## src/rtl/imm_encode_pkg.sv

```systemverilog
// Shared definitions for the immediate encoder, extender and decoder:
// immediate-type codes, FSM state encodings and the result record.
package imm_encode_pkg;

    // Immediate type selector values
    localparam logic [1:0] IMM_DP  = 2'b00;
    localparam logic [1:0] IMM_MEM = 2'b01;
    localparam logic [1:0] IMM_BR  = 2'b10;
    localparam logic [1:0] IMM_INV = 2'b11;

    // Encoder FSM state encodings
    localparam logic [1:0] IDLE   = 2'b00;
    localparam logic [1:0] SEARCH = 2'b01;
    localparam logic [1:0] DONE   = 2'b10;

    // Registered encoder result
    typedef struct packed {
        logic        ok;
        logic [23:0] field;
    } imm_result_t;

    // A branch offset is encodable when word aligned and the top seven
    // bits are a pure sign extension of bit 25.
    function automatic logic br_encodable(input logic [31:0] v);
        return (v[1:0] == 2'b00) && ((v[31:25] == 7'h00) || (v[31:25] == 7'h7f));
    endfunction

endpackage

```

## src/rtl/imm_rot_check.sv

```systemverilog
// Combinational rotation test for data-processing constants: rotates the
// operand left by 2*r and reports whether the result fits in 8 bits.
module imm_rot_check (
    input  logic [31:0] value_i,
    input  logic [3:0]  r_i,
    output logic [7:0]  cand_o,
    output logic        hit_o
);

    logic [63:0] dbl;
    logic [31:0] cand;

    // Rotate-left built from a doubled word so a zero shift needs no special case
    assign dbl    = {value_i, value_i} << {r_i, 1'b0};
    assign cand   = dbl[63:32];
    assign cand_o = cand[7:0];
    assign hit_o  = (cand[31:8] == 24'h000000);

endmodule

```

## src/rtl/imm_encode.sv

```systemverilog
// Multi-cycle immediate encoder: finds the Instr[23:0] immediate field that
// the extender expands back to Value, or reports that none exists.
// Data-processing constants are searched one rotation per cycle.
module imm_encode
    import imm_encode_pkg::*;
(
    input  logic        clk,
    input  logic        reset_n,
    input  logic        start,
    input  logic [1:0]  ImmSrc,
    input  logic [31:0] Value,
    output logic        busy,
    output logic        done,
    output logic        ok,
    output logic [23:0] ImmField
);

    logic [1:0]  state_q, state_d;
    logic [3:0]  r_q, r_d;
    logic [1:0]  src_q, src_d;
    logic [31:0] value_q, value_d;
    imm_result_t res_q, res_d;

    logic [7:0]  cand;
    logic        hit;

    imm_rot_check u_rot_check (
        .value_i (value_q),
        .r_i     (r_q),
        .cand_o  (cand),
        .hit_o   (hit)
    );

    // Next-state, counter and result decision logic
    always_comb begin
        state_d = state_q;
        r_d     = r_q;
        src_d   = src_q;
        value_d = value_q;
        res_d   = res_q;

        case (state_q)
            IDLE, DONE: begin
                if (start) begin
                    state_d = SEARCH;
                    r_d     = 4'd0;
                    src_d   = ImmSrc;
                    value_d = Value;
                end else begin
                    state_d = IDLE;
                end
            end
            SEARCH: begin
                case (src_q)
                    IMM_DP: begin
                        if (hit) begin
                            res_d.ok    = 1'b1;
                            res_d.field = {12'h000, r_q, cand};
                            state_d     = DONE;
                        end else if (r_q == 4'd15) begin
                            res_d.ok    = 1'b0;
                            res_d.field = 24'h000000;
                            state_d     = DONE;
                        end else begin
                            r_d = r_q + 4'd1;
                        end
                    end
                    IMM_MEM: begin
                        res_d.ok    = (value_q[31:12] == 20'h00000);
                        res_d.field = res_d.ok ? {12'h000, value_q[11:0]} : 24'h000000;
                        state_d     = DONE;
                    end
                    IMM_BR: begin
                        res_d.ok    = br_encodable(value_q);
                        res_d.field = res_d.ok ? value_q[25:2] : 24'h000000;
                        state_d     = DONE;
                    end
                    default: begin
                        res_d.ok    = 1'b0;
                        res_d.field = 24'h000000;
                        state_d     = DONE;
                    end
                endcase
            end
            default: state_d = IDLE;
        endcase
    end

    // State, operand and result registers with asynchronous clear
    always_ff @(posedge clk or negedge reset_n) begin
        if (!reset_n) begin
            state_q <= IDLE;
            r_q     <= 4'd0;
            src_q   <= IMM_DP;
            value_q <= 32'h00000000;
            res_q   <= '0;
        end else begin
            state_q <= state_d;
            r_q     <= r_d;
            src_q   <= src_d;
            value_q <= value_d;
            res_q   <= res_d;
        end
    end

    assign busy     = (state_q == SEARCH);
    assign done     = (state_q == DONE);
    assign ok       = res_q.ok;
    assign ImmField = res_q.field;

endmodule

```

## config.mk

```make
export PLATFORM = sky130hd
export DESIGN_NAME = imm_encode
export DESIGN_NICKNAME = d
export VERILOG_FILES = /design/src/rtl/imm_encode_pkg.sv /design/src/rtl/imm_rot_check.sv /design/src/rtl/imm_encode.sv
export SDC_FILE = /design/constraint.sdc
export NUM_CORES = 1
export LEC_CHECK = 0
export ABC_AREA = 1
export CAP_MARGIN = 20
export CORE_UTILIZATION = 35
export CTS_CLUSTER_DIAMETER = 60
export DETAILED_ROUTE_END_ITERATION = 16
export PLACE_DENSITY = 0.58
export SLEW_MARGIN = 20
export SYNTH_ARGS = -nofsm -noshare
export SYNTH_HDL_FRONTEND = slang
export SYNTH_SLANG_ARGS = --single-unit
```

## constraint.sdc

```tcl
create_clock -name clk -period 3.8 [get_ports clk]
set_input_delay 0.76 -clock clk [delete_from_list [all_inputs] [get_ports clk]]
set_output_delay 0.76 -clock clk [all_outputs]
set_load 0.03 [all_outputs]
```

==> results_dict.tcl <==
set metrics [dict create \
    cp-end-kind "flip-flop" \
    power.density_mw_per_mm2 568 \
    dr.pass1.iters 5 \
    cts_resized 0 \
    p_switching_w 0.00134 \
    grt_overflow_total 0 \
    syn_inst 639 \
    synth_nets 677 \
    routabilityCongestion 0.940 \
    rows 40 \
    post-route-period-util 0.768 \
    cp_slowest_cell "dfrtp_1" \
    crit_arrival_ns 3.13 \
    post-cts-setup-buffers 0 \
    nNetsFinal 721 \
    vias_per_cell 5.17 \
    drive_above_1_share 0.0974 \
    grt_pass1_wl_um 21700 \
    grt_max_degree 53 \
    cts_sinks 65 \
    relSlewSlack 0.328 \
    ys_ff_latch 65 \
    hpwl_um 9960 \
    ys_seq_area_frac 0.374 \
    die_y_um 113 \
    cts_hold_repair.buffers 0 \
    initial_core_util 0.360 \
    critical_path.n_buffers_inverters 1 \
    hold_viol 0 \
    drtAntennaViolNets 0 \
    peakVddDrop_v 0.000247 \
    cp_max_fo 37 \
    clkPwrFrac 0.275 \
    syn_to_final_growth_pct 22.1 \
    synth_area_mm2 0.00434 \
    slew_viol_final 0 \
    cpPeakStageDelay_ns 0.71 \
    vias 4426 \
    path_class "reg -> reg" \
    critPathLaunchType "flip-flop" \
    htreeDepth 3 \
    worst_pin_slew_ns 1.00 \
    cts_root_buf "clkbuf_16" \
    crit_family "simple AND/OR/NAND/NOR gates" \
    fin_hold_ws_ns 0.414 \
    dieArea_mm2 0.0129 \
    io_buffers 63 \
    detail_route.iter0.violations 328 \
    wl_per_cell_um 15.5 \
    track_usage 0.221 \
    numCtsBuffers 9 \
    p_comb_frac 0.417 \
    clock_latency_ns 0.34 \
    synthFlopType "dfrtp_1" \
    rsz0062_at_grt "no" \
    num_io_pins 64 \
    power_w 0.00301 \
    power.share.sequential 0.308 \
    critical_path.cell_chain "inv_4 -> nand2_1 -> nand3_1 -> nand2_1 -> nand2_1 -> nand2_1 -> nand2_1 -> nor2_1 -> nand3_1 -> nand2_2 -> nand2_4 -> nand2_2 -> nand2_4 -> nand2_1 -> o21ai_2" \
    grt_pass1_vias 4116 \
    syn_area_per_cell_um2 6.80 \
    ys_types 26 \
    drc 0 \
    routed_wl_um 13200 \
    p_sw_frac 0.443 \
    cts_tree "done" \
    register_area_mm2 0.00163 \
    required_ns 4.01 \
    maxCapViolations 0 \
    final_area_mm2 0.00530 \
    tns_ns 0 \
    post_dp_cell_area_mm2 0.00501 \
    status "complete, no violations" \
    final.min_clock_period_ns 2.92 \
    synth_warnings 0 \
    holdCritPathClass "in -> async" \
    antenna_found_initial 0 \
    cp_common_cell "nand2_1" \
    multi_input_area_mm2 0.00238 \
    core_region_area_mm2 0.0121 \
    p_leak_nw 2.57 \
    nFillCells 1244 \
    diodes 0 \
    p_int_w 0.00168 \
    clockBufferDepth 2 \
    setup_viol 0 \
    synth_edf_count 0 \
    die_w_um 113 \
    fin_skew_ns 0.00610 \
    synthArstFlopShare 1.00 \
    clk_pin_slew_ns 0.06 \
    fmax_mhz 343 \
]
-- area by class of cell --
type                    instances  share of cell area
multi-input cells             508               0.449
well taps                     168              0.0396
clock buffers                   9              0.0425
inverters                      29              0.0210
clock inverters                 7              0.0134
flip-flops and latches         65               0.307
repair buffers                 70               0.128
-- registers in the layout (all words and copies together), names as in the netlist --
| name | count |
|---|---|
| r_q | 4 |
| src_q | 2 |
| value_q | 32 |
| state_q | 2 |
| ImmField | 24 |
| ok | 1 |
-- synth_stat cells, types with 2 or more instances --
cell / n / area share
nand2_1: 243 / 0.21
nand3_1: 89 / 0.10
dfrtp_1: 65 / 0.37
nor2_1: 56 / 0.048
a21oi_1: 32 / 0.037
inv_1: 27 / 0.023
nand4_1: 16 / 0.023
mux2_2: 15 / 0.039
clkbuf_1: 14 / 0.012
nor3_1: 12 / 0.014
o21ai_2: 12 / 0.024
buf_2: 11 / 0.013
o21ai_0: 11 / 0.013
buf_6: 8 / 0.021
nand2_2: 8 / 0.012
nor4_1: 4 / 0.0058
buf_4: 3 / 0.0052
o21ai_1: 3 / 0.0035
nand2_4: 2 / 0.0052
or2_2: 2 / 0.0029
-- power groups by stage --
| stage | combinational (W) | sequential (W) | clock [W] |
|---|---|---|---|
| 5_1_grt | 0.00143 | 0.000944 | 0.000877 |
| 6_report | 0.00126 | 0.000928 | 0.000828 |
| 2_1_floorplan | 0.000973 | 0.000869 | 0 |
| 4_1_cts | 0.00125 | 0.000926 | 0.000841 |
| 3_3_place_gp | 0.00126 | 0.000933 | 0 |
| 3_5_place_dp | 0.00124 | 0.000937 | 0 |
-- worst register-to-register path, delay by kind of cell (launching register included) --
family          cells  cell delay (ns)
compound gates      1             0.06
buf+inv             1             0.26
flops               1             0.71
simple gates       13             1.75
-- through the flow --
step | worst slack, ns | utilization | cells
floorplan | 1.83 | - | 639
global placement | 1.01 | 0.415 | 840
detailed placement | 0.940 | 0.415 | 840
CTS | 0.924 | 0.440 | 856
global route | 0.520 | 0.440 | 856
finish | 0.883 | 0.440 | 856
-- cell families (layout without fill, tap and decap cells) --
logic type / Yosys count / after routing / synth area share
simple gates: 433 / 433 / 0.425
buf+inv: 66 / 115 / 0.0781
mux: 15 / 15 / 0.0389
flops: 65 / 65 / 0.374
compound gates: 59 / 59 / 0.0809
fa+ha+maj: 1 / 1 / 0.00288
-- placed cells by master (no fill, tap or decap), types with 4 or more instances in the layout --
cell and instances:
o21ai_0 11, nor2_1 56, nand4_1 16, o21ai_2 12, a21oi_1 32, nand2_1 242
nor3_1 12, dfrtp_1 65, buf_4 7, clkdlybuf4s50_1 62, nand3_1 89, clkbuf_16 9
nand2_2 9, mux2_2 15, nor4_1 4, inv_1 27
-- final timing paths --
path                       cells after the start   startpoint  slack [ns]            to
setup / recovery                              15       r_q[0]        0.88  ImmField[22]
hold / removal                                 1      reset_n        0.41        r_q[1]
setup reg to reg                              15       r_q[0]        0.88  ImmField[22]
hold reg to reg                                2  ImmField[5]        0.48   ImmField[5]
max in group asynchronous                      2      reset_n        2.43   value_q[19]
min in group clk                               2  ImmField[5]        0.48   ImmField[5]
-- routing by layer --
metal / vias up / track usage / wire length (um)
met5: - / 0 / 0
met4: 0 / 0.0947 / 248
li1: 2176 / - / -
met2: 165 / 0.325 / 5910
met3: 15 / 0.0255 / 916
met1: 2070 / 0.327 / 6150
Note: power is estimated with default switching activity, not from simulation.
